[config.mk]
export PLATFORM = sky130hd
export DESIGN_NAME = intersection_phase_sequencer
export DESIGN_NICKNAME = d
export VERILOG_FILES = /design/src/rtl/traffic_pkg.sv /design/src/rtl/phase_timer.sv /design/src/rtl/intersection_phase_sequencer.sv
export SDC_FILE = /design/constraint.sdc
export NUM_CORES = 1
export LEC_CHECK = 0
export ABC_AREA = 0
export BUFFER_PORTS_ARGS = -buffer_cell sky130_fd_sc_hd__clkbuf_2
export CORE_ASPECT_RATIO = 2
export CORE_MARGIN = 2
export CORE_UTILIZATION = 50
export DETAILED_ROUTE_END_ITERATION = 10
export HOLD_SLACK_MARGIN = 0.15
export PLACE_DENSITY = 0.79
export SLEW_MARGIN = 20
export SYNTH_ARGS = -nofsm -noshare
export SYNTH_HDL_FRONTEND = slang
export SYNTH_HIERARCHICAL = 1
export SYNTH_SLANG_ARGS = --single-unit
[constraint.sdc]
create_clock -name clk -period 6.3 [get_ports clk]
set_input_delay 1.26 -clock clk [delete_from_list [all_inputs] [get_ports clk]]
set_output_delay 1.26 -clock clk [all_outputs]
set_load 0.005 [all_outputs]
[src/rtl/traffic_pkg.sv]
// Shared phase encodings, lamp codes and interval conversion for the intersection sequencer.
package traffic_pkg;

  typedef enum logic [2:0] {
    RED_TO_NS = 3'd0,
    NS_GREEN  = 3'd1,
    NS_YELLOW = 3'd2,
    RED_TO_EW = 3'd3,
    EW_GREEN  = 3'd4,
    EW_YELLOW = 3'd5
  } phase_e;

  localparam logic [2:0] LIGHT_RED = 3'b100;
  localparam logic [2:0] LIGHT_YEL = 3'b010;
  localparam logic [2:0] LIGHT_GRN = 3'b001;

  // A zero-length interval would never expire through the count==1 rule, so clamp to 1.
  function automatic longint ms_to_cycles(input longint ms, input longint clk_freq);
    longint cyc;
    cyc = (ms * clk_freq) / 64'sd1000;
    return (cyc < 64'sd1) ? 64'sd1 : cyc;
  endfunction

endpackage

[src/rtl/phase_timer.sv]
// Per-phase down-counter: expires on the cycle it reads 1, then saturates at 0.
module phase_timer #(
  parameter int                 DELAY_W = 32,
  parameter logic [DELAY_W-1:0] RST_VAL = DELAY_W'(1)
) (
  input  logic               clk,
  input  logic               rst,
  input  logic               load,
  input  logic [DELAY_W-1:0] load_val,
  input  logic               hold,
  output logic [DELAY_W-1:0] count,
  output logic               expire
);

  localparam logic [DELAY_W-1:0] ONE = DELAY_W'(1);

  logic [DELAY_W-1:0] count_q, count_d;

  always_comb begin
    count_d = count_q;
    if (load) begin
      count_d = load_val;
    end else if (!hold && (count_q != '0)) begin
      count_d = count_q - ONE;
    end
  end

  always_ff @(posedge clk or posedge rst) begin
    if (rst) begin
      count_q <= RST_VAL;
    end else begin
      count_q <= count_d;
    end
  end

  assign count  = count_q;
  assign expire = (count_q == ONE) && !hold;

endmodule

[src/rtl/intersection_phase_sequencer.sv]
// Two-way intersection phase sequencer with yellow/all-red clearance and rest-in-green.
// Optional EMERGENCY_PREEMPT_EN adds the preempt input that forces and holds all-red.
module intersection_phase_sequencer
  import traffic_pkg::*;
#(
  parameter int CLK_FREQ      = 50_000_000,
  parameter int YELLOW_MS     = 30,
  parameter int ALL_RED_MS    = 10,
  parameter int REST_IN_GREEN = 1,
  parameter int DELAY_W       = 32
) (
  input  logic               clk,
  input  logic               rst,
  input  logic [DELAY_W-1:0] ns_green_delay,
  input  logic [DELAY_W-1:0] ew_green_delay,
  input  logic               ns_sensor,
  input  logic               ew_sensor,
`ifdef EMERGENCY_PREEMPT_EN
  input  logic               preempt,
`endif
  output logic [2:0]         ns_light,
  output logic [2:0]         ew_light,
  output logic [2:0]         phase,
  output logic               phase_done
);

  localparam logic [DELAY_W-1:0] ONE         = DELAY_W'(1);
  localparam logic [DELAY_W-1:0] YELLOW_CYC  = DELAY_W'(ms_to_cycles(YELLOW_MS, CLK_FREQ));
  localparam logic [DELAY_W-1:0] ALL_RED_CYC = DELAY_W'(ms_to_cycles(ALL_RED_MS, CLK_FREQ));

  function automatic logic [DELAY_W-1:0] green_len(input logic [DELAY_W-1:0] d);
    return (d == '0) ? ONE : d;
  endfunction

  function automatic logic [2:0] ns_lamp(input phase_e s);
    case (s)
      NS_GREEN:  return LIGHT_GRN;
      NS_YELLOW: return LIGHT_YEL;
      default:   return LIGHT_RED;
    endcase
  endfunction

  function automatic logic [2:0] ew_lamp(input phase_e s);
    case (s)
      EW_GREEN:  return LIGHT_GRN;
      EW_YELLOW: return LIGHT_YEL;
      default:   return LIGHT_RED;
    endcase
  endfunction

  logic pre;
`ifdef EMERGENCY_PREEMPT_EN
  assign pre = preempt;
`else
  assign pre = 1'b0;
`endif

  phase_e             state_q, state_d;
  logic [2:0]         ns_light_q, ns_light_d, ew_light_q, ew_light_d;
  logic               phase_done_q, phase_done_d;
  logic               tmr_load, tmr_hold, tmr_expire;
  logic [DELAY_W-1:0] tmr_load_val, tmr_count;
  logic               green_out, ns_go, ew_go;

  phase_timer #(
    .DELAY_W (DELAY_W),
    .RST_VAL (ALL_RED_CYC)
  ) u_timer (
    .clk      (clk),
    .rst      (rst),
    .load     (tmr_load),
    .load_val (tmr_load_val),
    .hold     (tmr_hold),
    .count    (tmr_count),
    .expire   (tmr_expire)
  );

  // A resting green sits with the timer at 0 until the opposing approach calls.
  assign green_out = tmr_expire || (tmr_count == '0);
  assign ns_go     = pre || (green_out && ((REST_IN_GREEN == 0) || ew_sensor));
  assign ew_go     = pre || (green_out && ((REST_IN_GREEN == 0) || ns_sensor));

  always_comb begin
    state_d      = state_q;
    tmr_load     = 1'b0;
    tmr_load_val = ALL_RED_CYC;
    tmr_hold     = 1'b0;
    case (state_q)
      RED_TO_NS: begin
        // Preempt keeps reloading the clearance so a full all-red follows its release.
        if (pre) begin
          tmr_load = 1'b1;
          tmr_hold = 1'b1;
        end else if (tmr_expire) begin
          state_d      = NS_GREEN;
          tmr_load     = 1'b1;
          tmr_load_val = green_len(ns_green_delay);
        end
      end
      NS_GREEN: begin
        if (ns_go) begin
          state_d      = NS_YELLOW;
          tmr_load     = 1'b1;
          tmr_load_val = YELLOW_CYC;
        end
      end
      NS_YELLOW: begin
        if (tmr_expire) begin
          state_d  = RED_TO_EW;
          tmr_load = 1'b1;
        end
      end
      RED_TO_EW: begin
        if (pre) begin
          tmr_load = 1'b1;
          tmr_hold = 1'b1;
        end else if (tmr_expire) begin
          state_d      = EW_GREEN;
          tmr_load     = 1'b1;
          tmr_load_val = green_len(ew_green_delay);
        end
      end
      EW_GREEN: begin
        if (ew_go) begin
          state_d      = EW_YELLOW;
          tmr_load     = 1'b1;
          tmr_load_val = YELLOW_CYC;
        end
      end
      EW_YELLOW: begin
        if (tmr_expire) begin
          state_d  = RED_TO_NS;
          tmr_load = 1'b1;
        end
      end
      default: begin
        state_d  = RED_TO_NS;
        tmr_load = 1'b1;
      end
    endcase
    phase_done_d = (state_d != state_q);
    ns_light_d   = ns_lamp(state_d);
    ew_light_d   = ew_lamp(state_d);
  end

  always_ff @(posedge clk or posedge rst) begin
    if (rst) begin
      state_q      <= RED_TO_NS;
      ns_light_q   <= LIGHT_RED;
      ew_light_q   <= LIGHT_RED;
      phase_done_q <= 1'b0;
    end else begin
      state_q      <= state_d;
      ns_light_q   <= ns_light_d;
      ew_light_q   <= ew_light_d;
      phase_done_q <= phase_done_d;
    end
  end

  assign phase      = state_q;
  assign ns_light   = ns_light_q;
  assign ew_light   = ew_light_q;
  assign phase_done = phase_done_q;

endmodule

==> run metrics <==
post-route clock skew 3.60 ps; GP Congestion ~0.94; Cells after Synth 379; via count 3,478; Die Y ~120 um; post-route worst setup slack 1980 ps; Max VDD drop between 0.1 and 0.15 mV; die width 60.2 um; WHS Endpoint u_timer/count[18]; Power Density 269 nW/um2; standard-cell rows between 40 and 50; Max-Cap Viols 0; Syn-to-layout area delta 18.2%; post-synthesis cell type count 63; Tot GR Track Use 0.284; WL met2 4560 um; final WL 9400 um; cts bufs inserted 5; DRT Pass-1 Iters 6; Worst Max-Slew Pin Slew 850 ps; CP cell instances nor4_1 -> nand4b_1 -> nor4_1 -> buf_4 -> inv_2 -> o21ai_1 -> o21a_1 -> o21bai_2 -> buf_4 -> clkinv_1 -> buf_4 -> o311ai_0 -> o311ai_0; Seq/Total Area, Yosys 0.337; Synth Flop Type dfrtp_1; Post-DP HPWL 7380 um; capture point of the worst reg-to-reg path u_timer/count[29]; final setup vio count 0; EDFF count, synth 0; DR iter-0 viols 284; Crit path top cell by count buf_4; placed cells 527; cells on worst reg2reg path 13; worst reg2reg setup slack 1980 ps; kind of start point of the critical path flop; Clock Tree Buf Depth 2; Setup Buffers After CTS 0; first-pass GRT wire length 15,100 um; dpl ws 2110 ps; reg-to-reg startpoint u_timer/count[12]; Arr. time, crit path 4460 ps; CTS resizes 0; share of layout cells above drive strength 1 0.249; Netlist Area Pre-Place 3160 um2; setup TNS 0 ps; Crit path max-delay family simple AND/OR/NAND/NOR gates; CP required between 6000 and 7000 ps; FILL cells approximately 600; Hold Path Depth 2; Initial Util 0.508; post-route minimum period between 4000 and 5000 ps; initial antenna violation count 0; number of hold violations in the final report 0; RSZ-0062 raised after global routing false; Layout Nets 518; final period utilization 0.685; Lkg Pwr 1.57 nW; hold_ws 538 ps; Worst Hold Class reg -> reg; ys async rst share 1.00; crit path buf inv count 5; fmax 0.232 GHz; synthesized net count 449; Slew Limit Headroom 0.433; Mean Syn Cell Area 8.33 um2; I/O Pins 78; routed length per placed instance 17.6 um; status finished, final reports clean; htree depth 2; start point of the worst hold path u_timer/count[18]; clk sinks 42; via/cell ratio roughly 6.5; n_diodes 0; Core Box Area 6210 um2; ANT nets after route 0; Synth Register Bits 42; Hold Buf Count CTS 0; CP Max Fanout 33; Setup crit end kind flop; CTS root buf clkbuf_16; Die ar. between 7000 and 8000 um2; Port Buffers just under 80; clock transition at the registers of the reported paths around 60 ps; Finished Layout Cells 535; wire length on met1 about 3700 um; clock latency on the worst-skew pair between 200 and 300 ps; CP max stage cell nor4_1; top layer in use met4; CTS tree done; GRT overflow 0; largest net degree at the start of global routing 34; vias in the first global route 3,133; critical path's largest stage delay 600 ps; drc violations 0; Slew Limit Fails 0; met3 routed WL 716 um; WS Path Type reg -> reg; Crit. path cell count 13; Synth warnings 6
[registers in the layout (all words and copies together), names as in the netlist]
signal and flops:
u_timer/count 32, ew_light 3, ns_light 3, phase 3
phase_done 1
[worst register-to-register path, cell delays in order (launching register included)]
cell and delay (ps):
dfrtp_1 450, nor4_1 600, nand4b_1 460, nor4_1 400
buf_4 210, inv_2 70, o21ai_1 170, o21a_1 320
o21bai_2 160, buf_4 310, clkinv_1 370, buf_4 330
o311ai_0 130, o311ai_0 190
[worst max-delay path by stage]
stage | start | endpoint | slack, ps
2_1_floorplan | u_timer/count[12] | u_timer/count[2] | 2820
3_3_place_gp | u_timer/count[12] | u_timer/count[29] | 2320
3_5_place_dp | u_timer/count[12] | u_timer/count[29] | 2110
4_1_cts | u_timer/count[12] | u_timer/count[29] | 2080
5_1_grt | u_timer/count[12] | u_timer/count[29] | 1550
6_report | u_timer/count[12] | u_timer/count[29] | 1980
[cell usage after synthesis (2+ instances only)]
| library cell | number | area, um2 |
|---|---|---|
| nor2_1 | 39 | 146 |
| dfrtp_1 | 33 | 826 |
| nor4_1 | 31 | 194 |
| o21ai_0 | 27 | 135 |
| a22o_1 | 20 | 175 |
| nand2_1 | 20 | 75.1 |
| inv_1 | 17 | 63.8 |
| or4_1 | 17 | 128 |
| a31oi_1 | 15 | 93.8 |
| o31ai_1 | 13 | 97.6 |
| nor3_1 | 11 | 55.1 |
| clkbuf_1 | 9 | 33.8 |
| dfstp_2 | 9 | 236 |
| nand4_1 | 9 | 56.3 |
| a21oi_1 | 7 | 35.0 |
| nand3_1 | 7 | 35.0 |
| nand2b_1 | 6 | 37.5 |
| xor2_1 | 6 | 52.6 |
| a221o_1 | 5 | 50.1 |
| buf_2 | 5 | 25.0 |
| o211ai_1 | 5 | 37.5 |
| and3_1 | 4 | 25.0 |
| o31a_1 | 4 | 35.0 |
| or3_1 | 4 | 25.0 |
| xnor2_1 | 4 | 35.0 |
| nand4b_1 | 3 | 26.3 |
| o311ai_0 | 3 | 26.3 |
| a21o_1 | 2 | 15.0 |
| buf_4 | 2 | 15.0 |
| buf_6 | 2 | 22.5 |
| ha_1 | 2 | 25.0 |
| mux2_2 | 2 | 22.5 |
| nor2_2 | 2 | 12.5 |
| nor3b_1 | 2 | 15.0 |
| o2111ai_1 | 2 | 17.5 |
| o21bai_1 | 2 | 15.0 |
| o41ai_1 | 2 | 17.5 |
[kinds of logic after synthesis]
family,synth area share
flip-flops,0.337
adder cells (fa/ha/maj),0.00793
AND/OR/NAND/NOR,0.303
buffers and inverters,0.0555
AO/OA/AOI/OAI,0.261
multiplexers,0.00714
XOR/XNOR,0.0278
other,0.00119
[stage by stage]
step / instance area [um2] / power, W / utilization
after floorplan: 3160 / 0.000652 / -
after global placement: 3580 / 0.000745 / 0.577
after detailed placement: 3590 / 0.000754 / 0.578
after CTS: 3730 / 0.00100 / 0.600
after global routing: 3730 / 0.00107 / 0.601
final: 3730 / 0.00100 / 0.601
[placed cells by master (no fill, tap or decap), types with 3 or more instances in the layout]
cell       count
clkbuf_2      77
nor2_1        38
dfrtp_1       33
nor4_1        31
o21ai_0       27
nand2_1       20
a22o_1        20
inv_1         17
or4_1         17
a31oi_1       15
o31ai_1       13
nor3_1        10
nand4_1        9
dfstp_2        9
a21oi_1        7
nand3_1        7
nand2b_1       6
xor2_1         6
o211ai_1       5
a221o_1        5
clkbuf_16      5
and3_1         4
o31a_1         4
xnor2_1        4
buf_4          4
or3_1          4
nor2_2         3
clkbuf_1       3
nand4b_1       3
o311ai_0       3
[power by group]
part / switching (W) / leakage [nW] / internal, W / total [W]
Sequential: 0.000113 / 0.517 / 0.000359 / 0.000472
Combinational: 0.000147 / 0.986 / 0.000137 / 0.000284
Clock: 0.0000993 / 0.0652 / 0.000147 / 0.000247
[final cells by class]
class                      instances  area (um2)  share of cell area
inverter                          19        71.3              0.0191
sequential                        42        1060               0.285
multi-input combinational        299        1940               0.519
timing repair buffer              81         415               0.111
tap                               86         108              0.0289
clock buffer                       8         136              0.0366
[metal layers]
metal,up-vias,global-route usage
li1,1626,-
met1,1604,0.375
met2,209,0.441
met3,39,0.0343
met4,0,0.157
met5,-,0
Power figures use the tool's default switching activity.
